==> config.mk <==
export PLATFORM = sky130hd
export DESIGN_NAME = rdma_cmd_sequencer_flat
export DESIGN_NICKNAME = d
export VERILOG_FILES = /design/src/rtl/rdma_cmd_sequencer_pkg.sv /design/src/rtl/rdma_cmd_sequencer_if.sv /design/src/rtl/rdma_outstanding_cnt.sv /design/src/rtl/rdma_cmd_sequencer.sv /design/src/flat_wrapper.sv
export SDC_FILE = /design/constraint.sdc
export NUM_CORES = 1
export LEC_CHECK = 0
export ABC_AREA = 1
export ABC_CLOCK_PERIOD_IN_PS = 5400
export CORE_AREA = 2 2 114 160
export DETAILED_ROUTE_END_ITERATION = 8
export DIE_AREA = 0 0 116 162
export MAX_ROUTING_LAYER = met4
export PLACE_DENSITY = 0.91
export SLEW_MARGIN = 20
export SYNTH_ARGS = -nofsm -noshare
export SYNTH_HDL_FRONTEND = slang
export SYNTH_SLANG_ARGS = --single-unit
==> constraint.sdc <==
create_clock -name aclk -period 5.4 [get_ports aclk]
set_clock_uncertainty 0.15 [all_clocks]
set_input_delay 1.08 -clock aclk [delete_from_list [all_inputs] [get_ports aclk]]
set_output_delay 1.08 -clock aclk [all_outputs]
set_load 0.02 [all_outputs]
==> src/rtl/rdma_cmd_sequencer_pkg.sv <==
// rtl/rdma_cmd_sequencer_pkg.sv - shared states, default widths and sizing helper for the 2-D read-DMA sequencer
package rdma_cmd_sequencer_pkg;

    localparam int DEF_ADDRESS_BITS    = 32;
    localparam int DEF_LENGTH_BITS     = 32;
    localparam int DEF_COUNT_BITS      = 16;
    localparam int DEF_MAX_OUTSTANDING = 2;

    typedef enum logic [1:0] {
        S_IDLE  = 2'd0,
        S_ISSUE = 2'd1,
        S_DRAIN = 2'd2,
        S_NULL  = 2'd3
    } seq_state_e;

    function automatic int outstanding_bits(input int max_outstanding);
        return $clog2(max_outstanding + 1);
    endfunction

endpackage

==> src/rtl/rdma_cmd_sequencer_if.sv <==
// rtl/rdma_cmd_sequencer_if.sv - job, DMA command and DMA output-stream tap signals of the sequencer
interface rdma_cmd_sequencer_if
    import rdma_cmd_sequencer_pkg::*;
#(
    parameter int ADDRESS_BITS = DEF_ADDRESS_BITS,
    parameter int LENGTH_BITS  = DEF_LENGTH_BITS,
    parameter int COUNT_BITS   = DEF_COUNT_BITS
);
    logic [ADDRESS_BITS-1:0] job_address;
    logic [LENGTH_BITS-1:0]  job_bytes;
    logic [ADDRESS_BITS-1:0] job_stride;
    logic [COUNT_BITS-1:0]   job_lines;
    logic                    job_valid;
    logic                    job_ready;

    logic [ADDRESS_BITS-1:0] cmd_address;
    logic [LENGTH_BITS-1:0]  cmd_bytes;
    logic                    cmd_valid;
    logic                    cmd_ready;

    logic                    mon_tvalid;
    logic                    mon_tready;
    logic                    mon_tlast;

    modport master (
        output job_address, job_bytes, job_stride, job_lines, job_valid,
        input  job_ready,
        input  cmd_address, cmd_bytes, cmd_valid,
        output cmd_ready,
        output mon_tvalid, mon_tready, mon_tlast
    );

    modport slave (
        input  job_address, job_bytes, job_stride, job_lines, job_valid,
        output job_ready,
        output cmd_address, cmd_bytes, cmd_valid,
        input  cmd_ready,
        input  mon_tvalid, mon_tready, mon_tlast
    );

endinterface

==> src/rtl/rdma_outstanding_cnt.sv <==
// rtl/rdma_outstanding_cnt.sv - saturating up/down count of DMA commands issued but not yet completed
module rdma_outstanding_cnt
    import rdma_cmd_sequencer_pkg::*;
#(
    parameter int MAX_OUTSTANDING = DEF_MAX_OUTSTANDING,
    parameter int CNT_BITS        = outstanding_bits(MAX_OUTSTANDING)
) (
    input  logic                aclk,
    input  logic                aresetn,
    input  logic                inc_i,
    input  logic                dec_i,
    output logic [CNT_BITS-1:0] count_o,
    output logic                full_o,
    output logic                empty_o
);

    localparam logic [CNT_BITS-1:0] MAX_V = CNT_BITS'(MAX_OUTSTANDING);

    logic [CNT_BITS-1:0] count_q;
    logic [CNT_BITS-1:0] count_d;

    // Simultaneous inc and dec cancel; each direction saturates independently.
    always_comb begin
        count_d = count_q;
        if (inc_i && !dec_i && !full_o) begin
            count_d = count_q + CNT_BITS'(1);
        end else if (dec_i && !inc_i && !empty_o) begin
            count_d = count_q - CNT_BITS'(1);
        end
    end

    always_ff @(posedge aclk) begin
        if (!aresetn) begin
            count_q <= '0;
        end else begin
            count_q <= count_d;
        end
    end

    assign count_o = count_q;
    assign full_o  = (count_q == MAX_V);
    assign empty_o = (count_q == '0);

endmodule

==> src/rtl/rdma_cmd_sequencer.sv <==
// rtl/rdma_cmd_sequencer.sv - issues one DMA read command per line of a 2-D job and reports completion via TLAST
module rdma_cmd_sequencer
    import rdma_cmd_sequencer_pkg::*;
#(
    parameter int ADDRESS_BITS    = DEF_ADDRESS_BITS,
    parameter int LENGTH_BITS     = DEF_LENGTH_BITS,
    parameter int COUNT_BITS      = DEF_COUNT_BITS,
    parameter int MAX_OUTSTANDING = DEF_MAX_OUTSTANDING
) (
    input  logic                  aclk,
    input  logic                  aresetn,
    rdma_cmd_sequencer_if.slave   bus,
    output logic                  busy,
    output logic                  done,
    output logic [COUNT_BITS-1:0] lines_done
);

    localparam int OB  = outstanding_bits(MAX_OUTSTANDING);
    localparam int OBW = OB + 1;
    localparam logic [OBW-1:0] MAX_V = OBW'(MAX_OUTSTANDING);

    seq_state_e              state_q, state_d;
    logic [ADDRESS_BITS-1:0] addr_q, addr_d;
    logic [LENGTH_BITS-1:0]  bytes_q, bytes_d;
    logic [ADDRESS_BITS-1:0] stride_q, stride_d;
    logic [COUNT_BITS-1:0]   lines_q, lines_d;
    logic [COUNT_BITS-1:0]   issued_q, issued_d;
    logic [COUNT_BITS-1:0]   lines_done_q, lines_done_d;
    logic                    cmd_valid_q, cmd_valid_d;
    logic                    job_ready_q, job_ready_d;
    logic                    busy_q, busy_d;
    logic                    done_q, done_d;

    logic          hs;
    logic          beat;
    logic          cpl;
    logic          cnt_inc;
    logic          cnt_full;
    logic          cnt_empty;
    logic [OB-1:0] cnt;
    logic [OBW-1:0] cnt_nxt;
    logic          room;
    logic          accept;

    rdma_outstanding_cnt #(
        .MAX_OUTSTANDING (MAX_OUTSTANDING),
        .CNT_BITS        (OB)
    ) u_cnt (
        .aclk    (aclk),
        .aresetn (aresetn),
        .inc_i   (cnt_inc),
        .dec_i   (cpl),
        .count_o (cnt),
        .full_o  (cnt_full),
        .empty_o (cnt_empty)
    );

    // A completion beat only counts against something actually outstanding.
    assign hs      = cmd_valid_q && bus.cmd_ready;
    assign beat    = bus.mon_tvalid && bus.mon_tready && bus.mon_tlast;
    assign cpl     = beat && !cnt_empty;
    assign cnt_inc = hs && !cnt_full;
    assign cnt_nxt = {1'b0, cnt} + OBW'(cnt_inc) - OBW'(cpl);
    assign room    = (cnt_nxt < MAX_V);
    assign accept  = bus.job_valid && job_ready_q;

    always_comb begin
        state_d      = state_q;
        addr_d       = addr_q;
        bytes_d      = bytes_q;
        stride_d     = stride_q;
        lines_d      = lines_q;
        issued_d     = issued_q;
        cmd_valid_d  = cmd_valid_q;
        done_d       = 1'b0;
        lines_done_d = (cpl && busy_q) ? lines_done_q + COUNT_BITS'(1) : lines_done_q;

        unique case (state_q)
            S_IDLE: begin
                if (accept) begin
                    addr_d       = bus.job_address;
                    bytes_d      = bus.job_bytes;
                    stride_d     = bus.job_stride;
                    lines_d      = bus.job_lines;
                    issued_d     = '0;
                    lines_done_d = '0;
                    if (bus.job_lines == '0 || bus.job_bytes == '0) begin
                        state_d = S_NULL;
                    end else begin
                        state_d = S_ISSUE;
                    end
                end
            end
            S_NULL: begin
                state_d = S_IDLE;
                done_d  = 1'b1;
            end
            S_ISSUE: begin
                if (hs) begin
                    addr_d   = addr_q + stride_q;
                    issued_d = issued_q + COUNT_BITS'(1);
                    if (issued_q == lines_q - COUNT_BITS'(1)) begin
                        state_d     = S_DRAIN;
                        cmd_valid_d = 1'b0;
                    end else begin
                        cmd_valid_d = room;
                    end
                end else if (!cmd_valid_q) begin
                    cmd_valid_d = room;
                end
            end
            S_DRAIN: begin
                if (cnt_nxt == '0) begin
                    state_d = S_IDLE;
                    done_d  = 1'b1;
                end
            end
            default: begin
                state_d = S_IDLE;
            end
        endcase

        job_ready_d = (state_d == S_IDLE);
        busy_d      = (state_d != S_IDLE) || done_d;
    end

    always_ff @(posedge aclk) begin
        if (!aresetn) begin
            state_q      <= S_IDLE;
            addr_q       <= '0;
            bytes_q      <= '0;
            stride_q     <= '0;
            lines_q      <= '0;
            issued_q     <= '0;
            lines_done_q <= '0;
            cmd_valid_q  <= 1'b0;
            job_ready_q  <= 1'b1;
            busy_q       <= 1'b0;
            done_q       <= 1'b0;
        end else begin
            state_q      <= state_d;
            addr_q       <= addr_d;
            bytes_q      <= bytes_d;
            stride_q     <= stride_d;
            lines_q      <= lines_d;
            issued_q     <= issued_d;
            lines_done_q <= lines_done_d;
            cmd_valid_q  <= cmd_valid_d;
            job_ready_q  <= job_ready_d;
            busy_q       <= busy_d;
            done_q       <= done_d;
        end
    end

    assign bus.job_ready   = job_ready_q;
    assign bus.cmd_address = addr_q;
    assign bus.cmd_bytes   = bytes_q;
    assign bus.cmd_valid   = cmd_valid_q;
    assign busy            = busy_q;
    assign done            = done_q;
    assign lines_done      = lines_done_q;

endmodule

==> src/flat_wrapper.sv <==
// flat-port wrapper written by rule: the top's interface ports become plain ports
module rdma_cmd_sequencer_flat import rdma_cmd_sequencer_pkg::*;
#(
    parameter int ADDRESS_BITS    = DEF_ADDRESS_BITS,
    parameter int LENGTH_BITS     = DEF_LENGTH_BITS,
    parameter int COUNT_BITS      = DEF_COUNT_BITS,
    parameter int MAX_OUTSTANDING = DEF_MAX_OUTSTANDING
)
  (aclk, aresetn, busy, done, lines_done, bus_job_address, bus_job_bytes, bus_job_stride, bus_job_lines, bus_job_valid, bus_job_ready, bus_cmd_address, bus_cmd_bytes, bus_cmd_valid, bus_cmd_ready, bus_mon_tvalid, bus_mon_tready, bus_mon_tlast);
  rdma_cmd_sequencer_if #(.ADDRESS_BITS(ADDRESS_BITS), .LENGTH_BITS(LENGTH_BITS), .COUNT_BITS(COUNT_BITS)) bus_i ();
  input  logic aclk;
  input  logic aresetn;
  output logic busy;
  output logic done;
  output logic [COUNT_BITS-1:0] lines_done;
  input wire logic [$bits(bus_i.job_address)-1:0] bus_job_address;
  input wire logic [$bits(bus_i.job_bytes)-1:0] bus_job_bytes;
  input wire logic [$bits(bus_i.job_stride)-1:0] bus_job_stride;
  input wire logic [$bits(bus_i.job_lines)-1:0] bus_job_lines;
  input wire logic [$bits(bus_i.job_valid)-1:0] bus_job_valid;
  output wire logic [$bits(bus_i.job_ready)-1:0] bus_job_ready;
  output wire logic [$bits(bus_i.cmd_address)-1:0] bus_cmd_address;
  output wire logic [$bits(bus_i.cmd_bytes)-1:0] bus_cmd_bytes;
  output wire logic [$bits(bus_i.cmd_valid)-1:0] bus_cmd_valid;
  input wire logic [$bits(bus_i.cmd_ready)-1:0] bus_cmd_ready;
  input wire logic [$bits(bus_i.mon_tvalid)-1:0] bus_mon_tvalid;
  input wire logic [$bits(bus_i.mon_tready)-1:0] bus_mon_tready;
  input wire logic [$bits(bus_i.mon_tlast)-1:0] bus_mon_tlast;
  assign bus_i.job_address = bus_job_address;
  assign bus_i.job_bytes = bus_job_bytes;
  assign bus_i.job_stride = bus_job_stride;
  assign bus_i.job_lines = bus_job_lines;
  assign bus_i.job_valid = bus_job_valid;
  assign bus_job_ready = bus_i.job_ready;
  assign bus_cmd_address = bus_i.cmd_address;
  assign bus_cmd_bytes = bus_i.cmd_bytes;
  assign bus_cmd_valid = bus_i.cmd_valid;
  assign bus_i.cmd_ready = bus_cmd_ready;
  assign bus_i.mon_tvalid = bus_mon_tvalid;
  assign bus_i.mon_tready = bus_mon_tready;
  assign bus_i.mon_tlast = bus_mon_tlast;
  rdma_cmd_sequencer #(.ADDRESS_BITS(ADDRESS_BITS), .LENGTH_BITS(LENGTH_BITS), .COUNT_BITS(COUNT_BITS), .MAX_OUTSTANDING(MAX_OUTSTANDING)) u_core (.aclk(aclk), .aresetn(aresetn), .bus(bus_i), .busy(busy), .done(done), .lines_done(lines_done));
endmodule
# ---- Word level (Yosys, flattened, before mapping)
# Cells that the tools add are included.
# W data, S select, Z words.
dict set report totals {
  ff_bits 152
  latchBits 0
  ramBits 0
  mem_bits_ro 0
  inputBits 119
  out_inout_bits 84
  memories 0
}
dict set report op_classes {
  n_addsub 8
  multipliers 0
  div_mod_pow 0
  n_lt_le_gt_ge 1
  n_eq_ne 7
  n_shift 0
  mux 22
  n_bitwise 0
  reduce_logical 28
}
# cell n
set ops {}
lappend ops {{$mux W16} 5}
lappend ops {{$mux W32} 2}
lappend ops {{$pmux W32 S2} 1}
lappend ops {{$add A16 B1 Y16 const B} 2}
lappend ops {{$add A32 B32 Y32} 1}
lappend ops {{$logic_not A32 Y1} 1}
lappend ops {{$pmux W16 S2} 1}
lappend ops {{$eq A16 B16 Y1} 1}
lappend ops {{$logic_not A16 Y1} 1}
lappend ops {{$sub A16 B1 Y16 const B} 1}
lappend ops {{$mux W2} 7}
lappend ops {{$logic_and A1 B1 Y1} 11}
lappend ops {{$pmux W2 S4} 1}
lappend ops {{$eq A2 B2 Y1 const B} 3}
lappend ops {{$logic_not A2 Y1} 3}
lappend ops {{$reduce_bool A2 Y1} 3}
lappend ops {{$logic_not A1 Y1} 4}
lappend ops {{$mux W1} 4}
lappend ops {{$ne A2 B1 Y1 const B} 2}
lappend ops {{$add A2 B1 Y3} 1}
lappend ops {{$logic_not A3 Y1} 1}
lappend ops {{$lt A3 B2 Y1 const B} 1}
lappend ops {{$reduce_and A3 Y1} 1}
lappend ops {{$sub A3 B1 Y3} 1}
lappend ops {{6 further kinds} 7}

# ---- Logic depth before layout (Yosys ltp)
# Gate-level depths: netlist of the first run.
dict set report depth {
  word_depth 10
  ltp_mapped 15
  ltp_nobuf 15
}

# ---- Hierarchy
# From an unflattened synthesis of the first run, not the netlist that was laid out.
dict set report hier_totals {
  cells_unflattened 1195
  area_unflattened_um2 8378.0
}
# mod instances cells_each area_each_um2 seq_area_each_um2
set by_module_without_submodules {}
lappend by_module_without_submodules {rdma_cmd_sequencer 1 1174 8249.2 3002.9}
lappend by_module_without_submodules {rdma_outstanding_cnt 1 21 128.9 40.0}

# ---- Least setup slack after synthesis of the first run
# OpenSTA, ideal clock, no wires.
dict set report synth_timing {
  path_type {input to register}
  start {input bus_mon_tlast}
  end {register u_core.state_q[1]}
  setup_time_ps 112
  t_arrival_ps 2822
  t_required_ps 5138
  setup_slack_ps 2315
  stages 12
  n_path_buf 0
  path_cell_list {nand3_1 > nor2_4 > inv_1 > ha_1 > inv_1 > ha_1 > fa_1 > xnor2_1 > o31ai_1 > nand2_1 > nand2_1 > nand2_1}
}
dict set report synth_between {
  elab_chain_cells 6
}
# item line
set synth_rtl {}
lappend synth_rtl {{from (decl)} flat_wrapper.sv:28} ;# input wire logic [$bits(bus_i.mon_tlast)-1:0] bus_mon_tlast;
lappend synth_rtl {{$logic_and A1 B1 Y1} rdma_cmd_sequencer.sv:60} ;# assign beat = bus.mon_tvalid && bus.mon_tready && bus.mon_tlast;
lappend synth_rtl {{$logic_and A1 B1 Y1} rdma_cmd_sequencer.sv:61} ;# assign cpl = beat && !cnt_empty;
lappend synth_rtl {{$sub A3 B1 Y3} rdma_cmd_sequencer.sv:63} ;# assign cnt_nxt = {1'b0, cnt} + OBW'(cnt_inc) - OBW'(cpl);
lappend synth_rtl {{$logic_not A3 Y1} rdma_cmd_sequencer.sv:113} ;# if (cnt_nxt == '0) begin
lappend synth_rtl {{$mux W2} rdma_cmd_sequencer.sv:113}
lappend synth_rtl {{$pmux W2 S4} rdma_cmd_sequencer.sv:78} ;# unique case (state_q)
lappend synth_rtl {{to (signal assigned)} rdma_cmd_sequencer.sv:141} ;# state_q <= state_d;
lappend synth_rtl {{to (decl)} rdma_cmd_sequencer.sv:22} ;# seq_state_e state_q, state_d;
# No other way between the ends.
# A chain may end at the register's enable or synchronous reset.

==> key figures, run 1 <==
Layout
  – Synthesis-to-finish area growth: 33.3%
  – Layout Cells excl Fill: roughly 1,700
  – Filler instances: between 1,500 and 2,000
  – Nets: between 1,500 and 2,000
  – Final Instance Area: approximately 11,000 um^2
  – Share of cells above drive strength 1: approximately 4%
  – Fin util: ~66%

Clock tree
  – CTS HTree Levels: 4
  – Number of CTS-inserted buffers: 17
  – Clock slew at reported path FFs: ~0.060 ns
  – PostCTS Resize Cnt: 0
  – TritonCTS clock tree: yes
  – Hold buffers post-CTS: 0
  – Clock sink count: around 150
  – Clk root buf: clkbuf_16
  – Clk Latency, worst-skew pair: 0.43 ns
  – Setup bufs post-CTS: 0
  – CTS max path bufs: 2

Run status
  – Outcome: finished clean

GRT
  – Gr usage total: between 30% and 40%
  – Initial antenna violation count: 1
  – First-pass GRT wire length: about 44,000 um
  – Vias in the first global route: ~8,900
  – Largest net degree at the start of global routing: roughly 80
  – Grt total ovfl: 0

Placed design
  – DP Area: about 11,000 um^2
  – Number of instances in the placed design: between 1,500 and 2,000
  – GPL Wtd Cong: between 0.9 and 1
  – Input/output buffers: between 200 and 250
  – Post-DP HPWL: ~21,000 um

STA
  – Max Clk Rate: about 280 MHz
  – Slew Limit Fails: 0
  – Setup TNS: 0 ns
  – Endpoints failing hold: 0
  – Min Clock Period, post-route: ~3.5 ns
  – Setup violators final: 0
  – Max_slew headroom: just under 30%
  – Worst-Margin Slew: between 1 and 1.5 ns
  – Period Utilization, post-route: 65.5%
  – RSZ-0062 raised after global routing: no

Floorplanning
  – Core area: ~17,000 um^2
  – Die width: 116 um
  – Die H: between 150 and 200 um
  – Die ar.: 18,800 um^2
  – Site Rows: 57
  – Initial Util: 49.3%
  – I/O pins: 203

Hold path
  – Worst Hold Class: register to register

Synthesis
  – Post-Synthesis Cells: approximately 1,200
  – Mapped Nets: 1,391
  – Number of enable flip-flop cells after synthesis: 0
  – Synth async-reset ratio: 0%
  – Synthesized area per cell: about 6.9 um^2
  – Synth Flop Type: dfxtp_1
  – Yosys top cell area share: between 30% and 40%
  – Yosys reg bits: around 150
  – Area contributors post-synth: dfxtp_1 36%, nand2_1 15%, a21oi_1 5.7%
  – Post-Syn Area: around 8500 um^2
  – Syn. warnings: 0
  – Area leader, netlist: dfxtp_1
  – Synth unique cells: 41
  – Seq/Total Area, Yosys: a little over a third

Worst setup path
  – Worst Path Max Fanout: 40
  – CP Launch Type: primary input
  – Critical Path RT: 5.61 ns
  – Most used cell, CP: buf_4
  – Kind of critical path: primary input to register
  – CP arrival: about 3.8 ns
  – Crit-path cells: clkdlybuf4s50_1 -> buf_4 -> inv_1 -> nor2_4 -> buf_4 -> a22o_1
  – Setup crit end kind: register
  – Crit-path slowest cell: nor2_4
  – Worst path top cell family by delay: buffers and inverters
  – Buf/Inv on CP: 4
  – CP max stage delay: approximately 0.67 ns

Power
  – IR drop worst, VDD: 0.197 mV
  – Lkg Pwr: approximately 4.9 nW
  – Cell Pwr Density: approximately 340 nW/um^2

Drt
  – ANT nets after route: 0
  – Routed via count: 9,063
  – Vias per std cell: about 5.4
  – Final WL: roughly 28,000 um
  – Residual DRC: 0
  – Starting DRT DRC Count: 686
  – DR pass1 iterations: 5
  – Drt wl/cell: roughly 17 um

Flow run
  – Max Cap Viol: 0
## cells in the mapped netlist (11+ instances only)
library cell  instances
o21ai_0              72
inv_1               114
nand3_1              75
a22o_1               36
nand2_1             340
nand4_1              22
nor2_1              124
xnor2_1              11
clkbuf_1             24
nor3_1               23
xor2_1               27
a21oi_1              96
dfxtp_1             152
ha_1                 38
## flip-flops by register name, summed over array words and instances, names as in the netlist
register / flops
u_core.bus.cmd_address: 32
u_core.bus.cmd_bytes: 32
u_core.stride_q: 32
u_core.issued_q: 16
u_core.lines_done: 16
u_core.lines_q: 16
u_core.state_q: 2
u_core.u_cnt.count_o: 2
u_core.bus.cmd_valid: 1
u_core.bus.job_ready: 1
u_core.busy: 1
u_core.done: 1
## cells in the final DEF, fill, tap and decap left out, drive strengths merged, types with 2 or more instances in the layout
| cell | count |
|---|---|
| a211oi | 2 |
| a21o | 3 |
| a21oi | 96 |
| a22o | 36 |
| buf | 6 |
| bufinv | 3 |
| clkbuf | 20 |
| clkdlybuf4s50 | 202 |
| clkinv | 6 |
| clkinvlp | 2 |
| dfxtp | 152 |
| fa | 2 |
| ha | 38 |
| inv | 115 |
| nand2 | 345 |
| nand3 | 75 |
| nand3b | 4 |
| nand4 | 22 |
| nor2 | 132 |
| nor3 | 24 |
| nor4 | 10 |
| o211ai | 3 |
| o21a | 4 |
| o21ai | 72 |
| o21bai | 6 |
| o22ai | 3 |
| or2 | 4 |
| xnor2 | 11 |
| xor2 | 27 |
## per-layer routing
layer  vias to the layer above  wire length [um]  part of all wire (%)  track usage, %
met5                         -                 0                     0               -
met4                         0              1190                   4.3            14.3
met3                        84              1390                   4.9            3.77
met2                       361             15000                    53            54.4
met1                      4145             10500                    37            32.7
li1                       4473                 -                     -               -
## stage by stage
step	setup WS (ns)	hold slack, ns	power [mW]
final	1.86	0.295	3.87
after global routing	1.73	0.321	4.05
after floorplan	2.32	0.281	2.15
after CTS	1.93	0.297	3.86
after detailed placement	1.49	0.282	2.64
after global placement	1.60	0.278	2.61
## layout make-up
type	count	area, um^2	area share (%)
multi-input cells	928	4890	43.2
well taps	236	295	2.61
clock buffers	20	447	3.94
inverters	115	437	3.85
repair buffers	208	2070	18.2
diodes	1	2.50	0.0221
clock inverters	11	149	1.31
flip-flops and latches	152	3040	26.8
## where the power goes
part	internal, mW	total, mW	switching (mW)
Sequential	1.25	1.37	0.114
Clock	0.739	1.23	0.493
Combinational	0.506	1.27	0.766
## tightest hold or removal path, delay by kind of cell, from the launching register on
| kind | cells | cell delay, ns |
|---|---|---|
| flip-flops | 1 | 0.31 |
| AND/OR/NAND/NOR | 2 | 0.10 |
## kinds of logic after synthesis
| group | Yosys count | synth area share [%] |
|---|---|---|
| compound gates | 230 | 15.9 |
| flops | 152 | 35.8 |
| fa+ha+maj | 40 | 6.06 |
| simple gates | 619 | 31.3 |
| buf+inv | 152 | 6.86 |
| xor+xnor | 39 | 4.18 |
## final timing paths
kind / slack [ns] / start / depth (start not counted) / end
max: 1.86 / aresetn / 6 / u_core.stride_q[17]
min: 0.30 / u_core.bus.cmd_bytes[19] / 2 / u_core.bus.cmd_bytes[19]
max reg2reg: 2.29 / u_core.state_q[0] / 11 / u_core.issued_q[14]
min reg2reg: 0.30 / u_core.bus.cmd_bytes[19] / 2 / u_core.bus.cmd_bytes[19]
Power figures use the tool's default switching activity.
==> inputs of run 2 (changes only) <==
ABC_CLOCK_PERIOD_IN_PS = 3200   (was 5400)
CORE_AREA = 2 2 118 166   (was 2 2 114 160)
DIE_AREA = 0 0 120 168   (was 0 0 116 162)
PLACE_DENSITY = 0.89   (was 0.91)
clock period = 3.2 ns   (was 5.4 ns; I/O delays follow)
==> run 2 against run 1 <==
Sequential power increased by 68%. Utilization decreased by 5.0 points. Sequential share of layout area decreased by 0.23 points.
==> key figures, run 2 (synthesis gave the netlist of run 1 again) <==
Hold path
  – Hold path depth: 2
  – Hold path start: u_core.bus.cmd_bytes[24]
  – Worst Hold Class: register to register
  – Worst Hold Path EP: u_core.bus.cmd_bytes[24]

Floorplanning
  – Die ar.: just over 20,000 um^2
  – Die H: around 170 um
  – I/O pins: 203
  – Initial Util: 45.1%
  – Site Rows: 60
  – Core area: roughly 19,000 um^2
  – Die width: roughly 120 um

Worst setup path
  – Crit-path cells: clkdlybuf4s50_1 -> nand3_1 -> nor2_4 -> inv_1 -> ha_1 -> inv_1 -> ha_1 -> fa_1 -> xnor2_1 -> o31ai_1 -> nand2_1 -> nand2_1 -> nand2_1
  – Worst Path Max Fanout: 3
  – CP arrival: a little over 3 ns
  – FF-to-FF setup slack: about 0.6 ns
  – CP max stage delay: 0.45 ns
  – Buf/Inv on CP: 3
  – Setup crit end kind: register
  – Crit-path slowest cell: clkdlybuf4s50_1
  – FF-to-FF End: u_core.state_q[1]
  – Critical Path RT: between 3 and 4 ns
  – Worst path top cell family by delay: adder cells
  – CP Launch Type: primary input
  – Reg2Reg Depth: 12
  – Most used cell, CP: nand2_1
  – Kind of critical path: primary input to register
  – Worst reg2reg path startpoint: u_core.u_cnt.count_o[1]
  – Crit path from: bus_mon_tlast

Clock tree
  – Clk root buf: clkbuf_16
  – Clock slew at reported path FFs: 0.06 ns
  – Hold buffers post-CTS: 0
  – Clk Latency, worst-skew pair: ~0.43 ns
  – Setup bufs post-CTS: 0
  – PostCTS Resize Cnt: 0
  – CTS max path bufs: 2
  – TritonCTS clock tree: yes
  – CTS HTree Levels: 4
  – Number of CTS-inserted buffers: 17
  – Clock sink count: approximately 150

STA
  – Slew Limit Fails: 0
  – Worst-Margin Slew: 0.674 ns
  – Period Utilization, post-route: about nine tenths
  – Final worst setup slack: approximately 0.28 ns
  – Min Clock Period, post-route: a little under 3 ns
  – Setup TNS: 0 ns
  – Setup violators final: 0
  – Max_slew headroom: between 50% and 60%
  – Max Clk Rate: 343 MHz
  – Endpoints failing hold: 0
  – RSZ-0062 raised after global routing: no

Drt
  – Starting DRT DRC Count: ~660
  – DR pass1 iterations: 7
  – Residual DRC: 0
  – Routed via count: a little over 9,000
  – Vias per std cell: between 5 and 6
  – Final WL: 28,100 um
  – ANT nets after route: 0
  – Drt wl/cell: roughly 17 um

Layout
  – Most common cell after layout, fill and taps aside: nand2_1
  – Layout Cells excl Fill: about 1,700
  – Commonest cells after routing, fill and taps aside: 340 x nand2_1, 202 x clkdlybuf4s50_1, 152 x dfxtp_1
  – Nets: between 1,500 and 2,000
  – Register Area: 3040 um^2
  – Synthesis-to-finish area growth: 34.4%
  – Share of cells above drive strength 1: ~4.6%
  – Multi-input gate area: just under 5000 um^2
  – Filler instances: roughly 1,600

Placed design
  – Number of instances in the placed design: about 1,700
  – Post-DP HPWL: approximately 21,000 um
  – Input/output buffers: just over 200
  – GPL Wtd Cong: around 1.0
  – Place WS: -0.0746 ns

Power
  – Clk network pwr share: 31.2%
  – Cell Pwr Density: 571 nW/um^2
  – Sw Share: a little over a third
  – Lkg Pwr: ~5 nW
  – Combinational power share: roughly a third
  – Tot Pwr: ~6.5 mW
  – IR drop worst, VDD: roughly 0.39 mV
  – Internal power: around 4.2 mW
  – Sw power: between 2 and 2.5 mW
  – Sequential share of power: about a third

GRT
  – Initial antenna violation count: 1
  – Grt total ovfl: 0
  – Vias in the first global route: 8,993
  – First-pass GRT wire length: 43,600 um
  – Gr usage total: between 20% and 30%
  – Largest net degree at the start of global routing: 70

Flow run
  – Max Cap Viol: 0

Run status
  – Outcome: finished clean
run 2: cell types whose count changed in the layout (fill, tap and decap cells not counted), moves of 2 or more:
cell      change
buf_12        +3
buf_4         +4
clkinv_2      -2
clkinv_4      +2
inv_6         +2
run 2: per-layer routing:
metal  GRT usage, %  vias up  part of all wire, %
li1               -     4483                    -
met2           50.1      372                   52
met4           16.2        0                  5.3
met5              -        -                    0
met3           3.86       96                  4.6
met1           29.5     4183                   38
run 2: area by class of cell:
| type | count | area share, % |
|---|---|---|
| Timing Repair Buffer | 215 | 18.9 |
| Clock buffer | 19 | 3.87 |
| Clock inverter | 12 | 1.26 |
| Antenna cell | 1 | 0.0219 |
| Inverter | 115 | 3.82 |
| Multi-Input combinational cell | 928 | 42.8 |
| Tap cell | 248 | 2.71 |
| Sequential cell | 152 | 26.6 |
run 2: power groups by stage:
stage          Clock, mW  Combinational [mW]  Sequential, mW
2_1_floorplan          0                1.18            2.45
3_3_place_gp           0                2.13            2.32
3_5_place_dp           0                2.17            2.33
4_1_cts             2.06                2.18            2.29
5_1_grt             2.13                2.40            2.32
6_report            2.04                2.20            2.30
run 2: how the worst max path moves through the flow:
| stage | cells after the start | end |
|---|---|---|
| floorplan | 12 | u_core.state_q[1] |
| global placement | 13 | u_core.state_q[1] |
| detailed placement | 13 | u_core.state_q[1] |
| CTS | 13 | u_core.state_q[1] |
| global route | 13 | u_core.state_q[1] |
| finish | 13 | u_core.state_q[1] |
run 2: tightest hold or removal path, delay by kind of cell (launching register included):
kind             cells  cell delay (ns)
flip-flops           1             0.31
AND/OR/NAND/NOR      2             0.10
run 2: per-stage QoR:
stage                     utilization, %  area, um^2  hold slack [ns]
after floorplan                        -        8500            0.281
after global placement              57.5       10800            0.277
after detailed placement            57.5       10800            0.282
after CTS                           60.7       11400            0.297
after global routing                60.7       11400            0.314
final                               60.7       11400            0.296
==> inputs of run 3 (changes only) <==
HOLD_SLACK_MARGIN = 0.08   (was not set)
==> results of run 3 <==
No change in the layout: final DEF, timing and power equal those of run 2.
